$ cat config.mk
export PLATFORM = sky130hd
export DESIGN_NAME = serial_adder_ctrl
export DESIGN_NICKNAME = d
export VERILOG_FILES = /design/src/rtl/serial_adder_ctrl.sv
export SDC_FILE = /design/constraint.sdc
export NUM_CORES = 1
export LEC_CHECK = 0
export BUFFER_PORTS_ARGS = -buffer_cell sky130_fd_sc_hd__clkbuf_2
export CAP_MARGIN = 0
export CORE_MARGIN = 10
export CORE_UTILIZATION = 45
export CTS_CLUSTER_SIZE = 16
export DETAILED_ROUTE_END_ITERATION = 12
export HOLD_SLACK_MARGIN = 0.15
export PLACE_DENSITY = 0.68
export SLEW_MARGIN = 30
export SYNTH_ARGS = -nofsm -noshare
export SYNTH_HDL_FRONTEND = slang
export SYNTH_SLANG_ARGS = --single-unit
$ cat constraint.sdc
create_clock -name clk -period 2.2 [get_ports clk]
set_clock_uncertainty 0.15 [all_clocks]
set_input_delay 0.11 -clock clk [delete_from_list [all_inputs] [get_ports clk]]
set_output_delay 0.11 -clock clk [all_outputs]
set_load 0.02 [all_outputs]
$ cat src/rtl/serial_adder_ctrl.sv
// rtl/serial_adder_ctrl.sv - bit-serial adder controller time-sharing one full-adder cell

// One-bit full-adder cell; the only arithmetic in the datapath.
module serial_adder_fa_cell (
   input  logic a,
   input  logic b,
   input  logic c,
   output logic s,
   output logic co
);

   assign s  = a ^ b ^ c;
   assign co = (a & b) | (a & c) | (b & c);

endmodule

// Start/busy/done controller feeding operand bits LSB first through the cell.
module serial_adder_ctrl #(
   parameter int WIDTH = 8
) (
   input  logic             clk,
   input  logic             rst,
   input  logic             start,
   input  logic [WIDTH-1:0] a,
   input  logic [WIDTH-1:0] b,
   input  logic             cin,
   output logic             busy,
   output logic             done,
   output logic [WIDTH-1:0] sum,
   output logic             cout
);

   // A one-bit operand still needs a one-bit counter so the port widths stay legal.
   localparam int            CW   = (WIDTH > 1) ? $clog2(WIDTH) : 1;
   localparam logic [CW-1:0] LAST = CW'(WIDTH - 1);

   localparam logic [1:0] IDLE = 2'd0;
   localparam logic [1:0] ADD  = 2'd1;
   localparam logic [1:0] DONE = 2'd2;

   logic [1:0]       state;
   logic [WIDTH-1:0] op_a;
   logic [WIDTH-1:0] op_b;
   logic [WIDTH-1:0] acc;
   logic [WIDTH-1:0] acc_next;
   logic             carry;
   logic [CW-1:0]    cnt;
   logic             cell_s;
   logic             cell_co;
   logic             accept;
   logic             last_bit;

   serial_adder_fa_cell u_cell (
      .a  (op_a[0]),
      .b  (op_b[0]),
      .c  (carry),
      .s  (cell_s),
      .co (cell_co)
   );

   // Start is only honoured when no operation is in flight.
   assign accept   = start && ((state == IDLE) || (state == DONE));
   assign last_bit = (cnt == LAST);

   // Next accumulator value: shift right, this cycle's sum bit enters at the MSB.
   // Written as shift/or so it stays valid for WIDTH == 1.
   always_comb begin
      acc_next = (acc >> 1) | (WIDTH'(cell_s) << (WIDTH - 1));
   end

   // Status outputs are pure decodes of the registered state.
   assign busy = (state == ADD);
   assign done = (state == DONE);

   // Sequencer and datapath registers; sum/cout are only written on entry to DONE.
   always_ff @(posedge clk) begin
      if (rst) begin
         state <= IDLE;
         op_a  <= '0;
         op_b  <= '0;
         acc   <= '0;
         carry <= 1'b0;
         cnt   <= '0;
         sum   <= '0;
         cout  <= 1'b0;
      end else begin
         case (state)
            IDLE, DONE: begin
               if (accept) begin
                  op_a  <= a;
                  op_b  <= b;
                  carry <= cin;
                  acc   <= '0;
                  cnt   <= '0;
                  state <= ADD;
               end else begin
                  state <= IDLE;
               end
            end
            ADD: begin
               op_a  <= op_a >> 1;
               op_b  <= op_b >> 1;
               carry <= cell_co;
               acc   <= acc_next;
               cnt   <= cnt + 1'b1;
               if (last_bit) begin
                  sum   <= acc_next;
                  cout  <= cell_co;
                  state <= DONE;
               end
            end
            default: begin
               state <= IDLE;
            end
         endcase
      end
   end

endmodule

---- Yosys cells after proc, flatten, opt, wreduce, memory -nomap -nowiden ----
Index checks and enable logic that the tools add are counted.
storage, ports and cells
  output and inout bits ................... 11
  bits of input ports ..................... 20
  register bits after elaboration ......... 39
operators by class
  reduce and logical (&&, ||, !) cells .... 7
  muxes and demuxes ....................... 13
  equality and inequality tests ........... 5
  add/sub/neg operators ................... 1
  bitwise operators ....................... 8
operator list
  kind                 number
  $pmux 8 s2           3
  $mux 8               3
  $or 7x8->8           1
  $pmux 3 s2           1
  $pmux 2 s2           1
  $reduce_and 2->1     2
  $add 3x1->3 const B  1
  $and 1x1->1          3
  $eq 3x3->1 const B   1
  $mux 3               1
  $eq 2x1->1 const B   1
  $eq 2x2->1 const B   1
  $logic_not 2->1      1
  $mux 1               2
  $mux 2               1
  $ne 2x1->1 const B   1
  $ne 2x2->1 const B   1
  $or 1x1->1           2
  $pmux 1 s2           1
  $reduce_bool 2->1    1
  $reduce_or 2->1      1
  $xor 1x1->1          2
  $logic_and 1x1->1    1
  $logic_or 1x1->1     1

---- Logic depth before layout (Yosys ltp) ----
  word-level depth ........................ 5
  depth in mapped cells ................... 7
  depth with buffers taken out ............ 5

---- Modules after synthesis ----
Synthesis repeated with hierarchy kept, for this count alone.
second synthesis, totals
  cells, all modules ...................... 190
  area, all modules ....................... 1,645.3 um2
modules (own cells, without submodules)
  module                area an instance (um2)  cells each  instances
  serial_adder_ctrl     1,625.3                 189         1
  serial_adder_fa_cell  20.0                    1           1

---- Worst setup path before layout ----
OpenSTA, ideal clock, no wires.
  path type ............................... reg-to-reg
  start point ............................. reg cnt[0]
  end point ............................... reg state[0]
  arrival time ............................ 1.059 ns
  path buffers ............................ 1
  slack ................................... 0.863 ns
  stages on the path, launching flop included .. 6
  period minus slack after synthesis ...... 1.337 ns
  path through ............................ dfxtp_1 -> ha_1 -> ha_1 -> clkbuf_1 -> o21a_1 -> nor2_1
on the way
  word-level cells in the longest chain between the ends .. 2
ends and longest elaborated chain
  what                      line  source
  start: declaration        47    logic [CW-1:0] cnt;
  start signal: assignment  105   cnt <= cnt + 1'b1;
  $eq 3x3->1                63    assign last_bit = (cnt == LAST);
  $ne 2x1->1 (no line)      n/a
  end signal: assignment    78    state <= IDLE;
  end signal: assignment    95    state <= ADD;
  end signal: assignment    97    state <= IDLE;
  end: declaration          41    logic [1:0] state;
No other way between the ends.
A chain may end at the register's enable or synchronous reset.

---- Final worst setup path ----
  start point ............................. reg state[1]
  end point ............................... reg op_a[7]
on the way
  word-level cells in the longest chain between the ends .. 5
  elaborated cells between the ends (all ways) .. 10
  those cells by class .................... 3 x eq/ne; 1 x mux; 6 x reduce/logical
ends and longest elaborated chain
  what                                           line    source
  $eq 2x2->1 or $logic_not 2->1 (tied branches)  62, 87
  $logic_or 1x1->1                               62      assign accept = start && ((state == IDLE) || (state == DONE));
  $logic_and 1x1->1                              62
  $ne 2x2->1 (no line)                           n/a
  $reduce_and 2->1 (no line)                     n/a
  end signal: assignment                         101     op_a <= op_a >> 1;
  end: declaration                               42      logic [WIDTH-1:0] op_a;
Parallel ways exist; a longest one is shown, timed or not.

==> summary.txt <==
Synthesis
  – Cell count after synthesis: 190
  – Most frequent cell after synthesis: nand2_1
  – Area leader, netlist: dfxtp_1
  – YS warnings: 0
  – Sequential fraction of the synthesis area: 48.5%
  – Fraction of registers with async set/reset: 0%
  – Ys flop type: dfxtp_1
  – Top cell type's share of synthesized area: 48.5%
  – Post-synth EDFFs: 0
  – Syn Nets: approximately 210
  – Commonest cells in the netlist: nand2_1 (50), dfxtp_1 (38), a21oi_1 (21), nand3_1 (21), nor2_1 (17)
  – Post-Syn Area per Cell: just over 8 sq um
  – FF+latch count, synth: 38
  – Unique masters post-synth: 20
  – Area of the mapped netlist: 0.00157 sq mm
  – Most area-consuming cells after synthesis: dfxtp_1 (48%), nand2_1 (12%), a311oi_1 (7.8%), a21oi_1 (6.7%), nand3_1 (6.7%)

Global routing
  – Initial antenna violation count: 0
  – Vias in the first global route: approximately 1,300
  – Largest net degree at the start of global routing: 39
  – First-pass GRT wire length: 5970 microns
  – Gr usage total: 11.9%
  – Total gr overflow: 0

Die
  – Die height: 79.1 microns
  – Starting Density: a little under half
  – Die area: 0.00625 sq mm
  – # rows: 21
  – Die width: 79.1 microns
  – Io pins: 31
  – CORE AREA: about 0.0034 sq mm

Clocking
  – Hold-fix buffer count after cts: 19
  – Clock Path Buffers: 2
  – Post-CTS setup buffers: 0
  – CTS Buf Count: 5
  – Post-cts sizing count: 0
  – H-tree depth: 2
  – TritonCTS clock tree: done
  – Worst-Skew Late Latency: 360 ps
  – Clock slew seen by the registers of the worst setup and hold paths: ~120 ps
  – Sinks on Clock Net: 38
  – Root buffer cell: clkbuf_4

Hold path
  – Hold path cells: 2
  – Hold WC Path Type: primary input to register
  – Hold Crit Start: rst
  – Hold path endpoint: state[0]$_SDFFE_PP0P_

Power and ir drop
  – PD cells: roughly 710 mW/mm^2
  – Tot Pwr: about 0.0014 W
  – Int Power: 0.00104 W
  – Part of the power in combinational logic: about an eighth
  – Peak VDD IR: roughly 0.55 mV
  – Static leakage: about 0.79 nW
  – Net Sw Power: 0.000363 W
  – Switch share: about a quarter
  – Seq pwr share: 53.0%
  – Clock Power Share: 34.2%

Critical path
  – R2R Path End: op_a[7]$_SDFFE_PP0P_
  – Critical Path RT: 2360 ps
  – Setup crit start kind: register
  – Worst setup EP type: register
  – R2R depth: 5
  – RR Startpoint: state[1]$_SDFFE_PP0P_
  – Worst EP arrival: 2080 ps
  – Reg-to-reg slack, setup: 280 ps
  – Worst Setup Path Type: register to register
  – CP max FO: 21

Timing
  – F_max: approximately 520 MHz
  – Final WS setup: about 280 ps
  – Period utilisation layout: 87.3%
  – Setup TNS: 0 ps
  – Actual slew at the worst max-slew pin: 762 ps
  – Slew Limit Headroom: 49.2%
  – Unrepaired setup endpoints after global routing: no
  – Setup Viol. Count Final: 0
  – Max-slew violations: 0
  – Fin. Hold Viols: 0
  – Final min period: 1920 ps

Place
  – Post-DP HPWL: roughly 2200 microns
  – Placed cell areas: 0.00170 sq mm
  – # port buffers: 30
  – GPL Wtd Cong: 0.724
  – Pre-CTS WS: 666 ps

Routing
  – TritonRoute pass-1 iters: 4
  – DRT antenna net count: 0
  – Total Wirelength: 3540 microns
  – Vias: 1,418
  – Average vias per placed instance: 5.05
  – DRT iter0 DRCs: 130
  – Post-DR wirelength/cell: about 13 microns
  – DRC Markers: 0

Final layout
  – Layout cells sized above 1: 19.1%
  – Sequential cell area: ~760 sq um
  – Design area: 0.00197 sq mm
  – # diodes: 0
  – Final net count: 257
  – Multi-input combinational cell area: just under 700 sq um
  – Final core utilization: 58.5%
  – Fillers: 332
  – P&R area growth vs syn: 25.4%

Flow run
  – Max_cap viols: 0

Outcome
  – Outcome: finished clean
==> flip-flops by register name (all words and copies together), names as in the netlist <==
| name | cells |
|---|---|
| acc | 7 |
| carry | 1 |
| cnt | 3 |
| cout | 1 |
| op_a | 8 |
| op_b | 8 |
| state | 2 |
| sum | 8 |
==> worst max path at each step <==
stage | slack (ps) | startpoint | endpoint
2_1_floorplan | 860 | cnt[0]$_SDFFE_PP0P_ | state[0]$_SDFFE_PP0P_
3_3_place_gp | 680 | cnt[0]$_SDFFE_PP0P_ | cout$_SDFFE_PP0P_
3_5_place_dp | 670 | cnt[0]$_SDFFE_PP0P_ | cout$_SDFFE_PP0P_
4_1_cts | 290 | state[1]$_SDFFE_PP0P_ | op_a[7]$_SDFFE_PP0P_
5_1_grt | 100 | state[1]$_SDFFE_PP0P_ | op_a[7]$_SDFFE_PP0P_
6_report | 280 | state[1]$_SDFFE_PP0P_ | op_a[7]$_SDFFE_PP0P_
==> worst max-delay path, stage by stage (launching register included) <==
cell and delay [ps]:
dfxtp_1 340, nand2b_1 270, buf_4 300, nand3_1 100, a21oi_1 150, dlygate4sd3_1 570
==> power by group through the flow <==
stage               Sequential (W)  Combinational (W)  Clock, W
floorplan                 0.000754           0.000128         0
global placement          0.000759           0.000149         0
detailed placement        0.000759           0.000153         0
CTS                       0.000744           0.000179  0.000488
global route              0.000748           0.000204  0.000514
finish                    0.000744           0.000179  0.000479
==> layout make-up <==
type / instances / share of cell area, %
Timing Repair Buffer: 54 / 19.2
Clock inverter: 3 / 2.03
Multi-Input combinational cell: 134 / 35.1
Sequential cell: 38 / 38.7
Clock buffer: 5 / 1.91
Inverter: 1 / 0.191
Tap cell: 46 / 2.92
==> metrics by stage <==
step,hold WS (ps),std cells
finish,272,281
global route,318,281
floorplan,96.0,190
global placement,187,254
CTS,278,281
detailed placement,189,254
==> cells in the final DEF (no fill, tap or decap), drive strengths merged <==
master and count:
a21oi 21, a311oi 15, buf 5, bufinv 1, clkbuf 35, clkinv 2, dfxtp 38, dlygate4sd3 19
fa 1, ha 2, inv 1, nand2 50, nand2b 3, nand3 21, nand3b 1, nor2 17
nor2b 2, o21a 1
==> metal layers <==
layer / GRT usage (%) / routed length [microns] / up-vias
met4: 7.53 / 64 / 0
met1: 13.4 / 1610 / 647
met5: 0 / 0 / -
met3: 4.50 / 199 / 8
met2: 18.7 / 1660 / 27
li1: - / - / 736
==> cells by family (layout without fill, tap and decap cells) <==
family,count (synthesis),count (layout),synth area share [%]
buffers and inverters,18,63,7.50
AO/OA/AOI/OAI,37,37,15.9
flip-flops,38,38,48.5
AND/OR/NAND/NOR,94,94,25.2
adder cells (fa/ha/maj),3,3,2.87
Power figures use the tool's default switching activity.
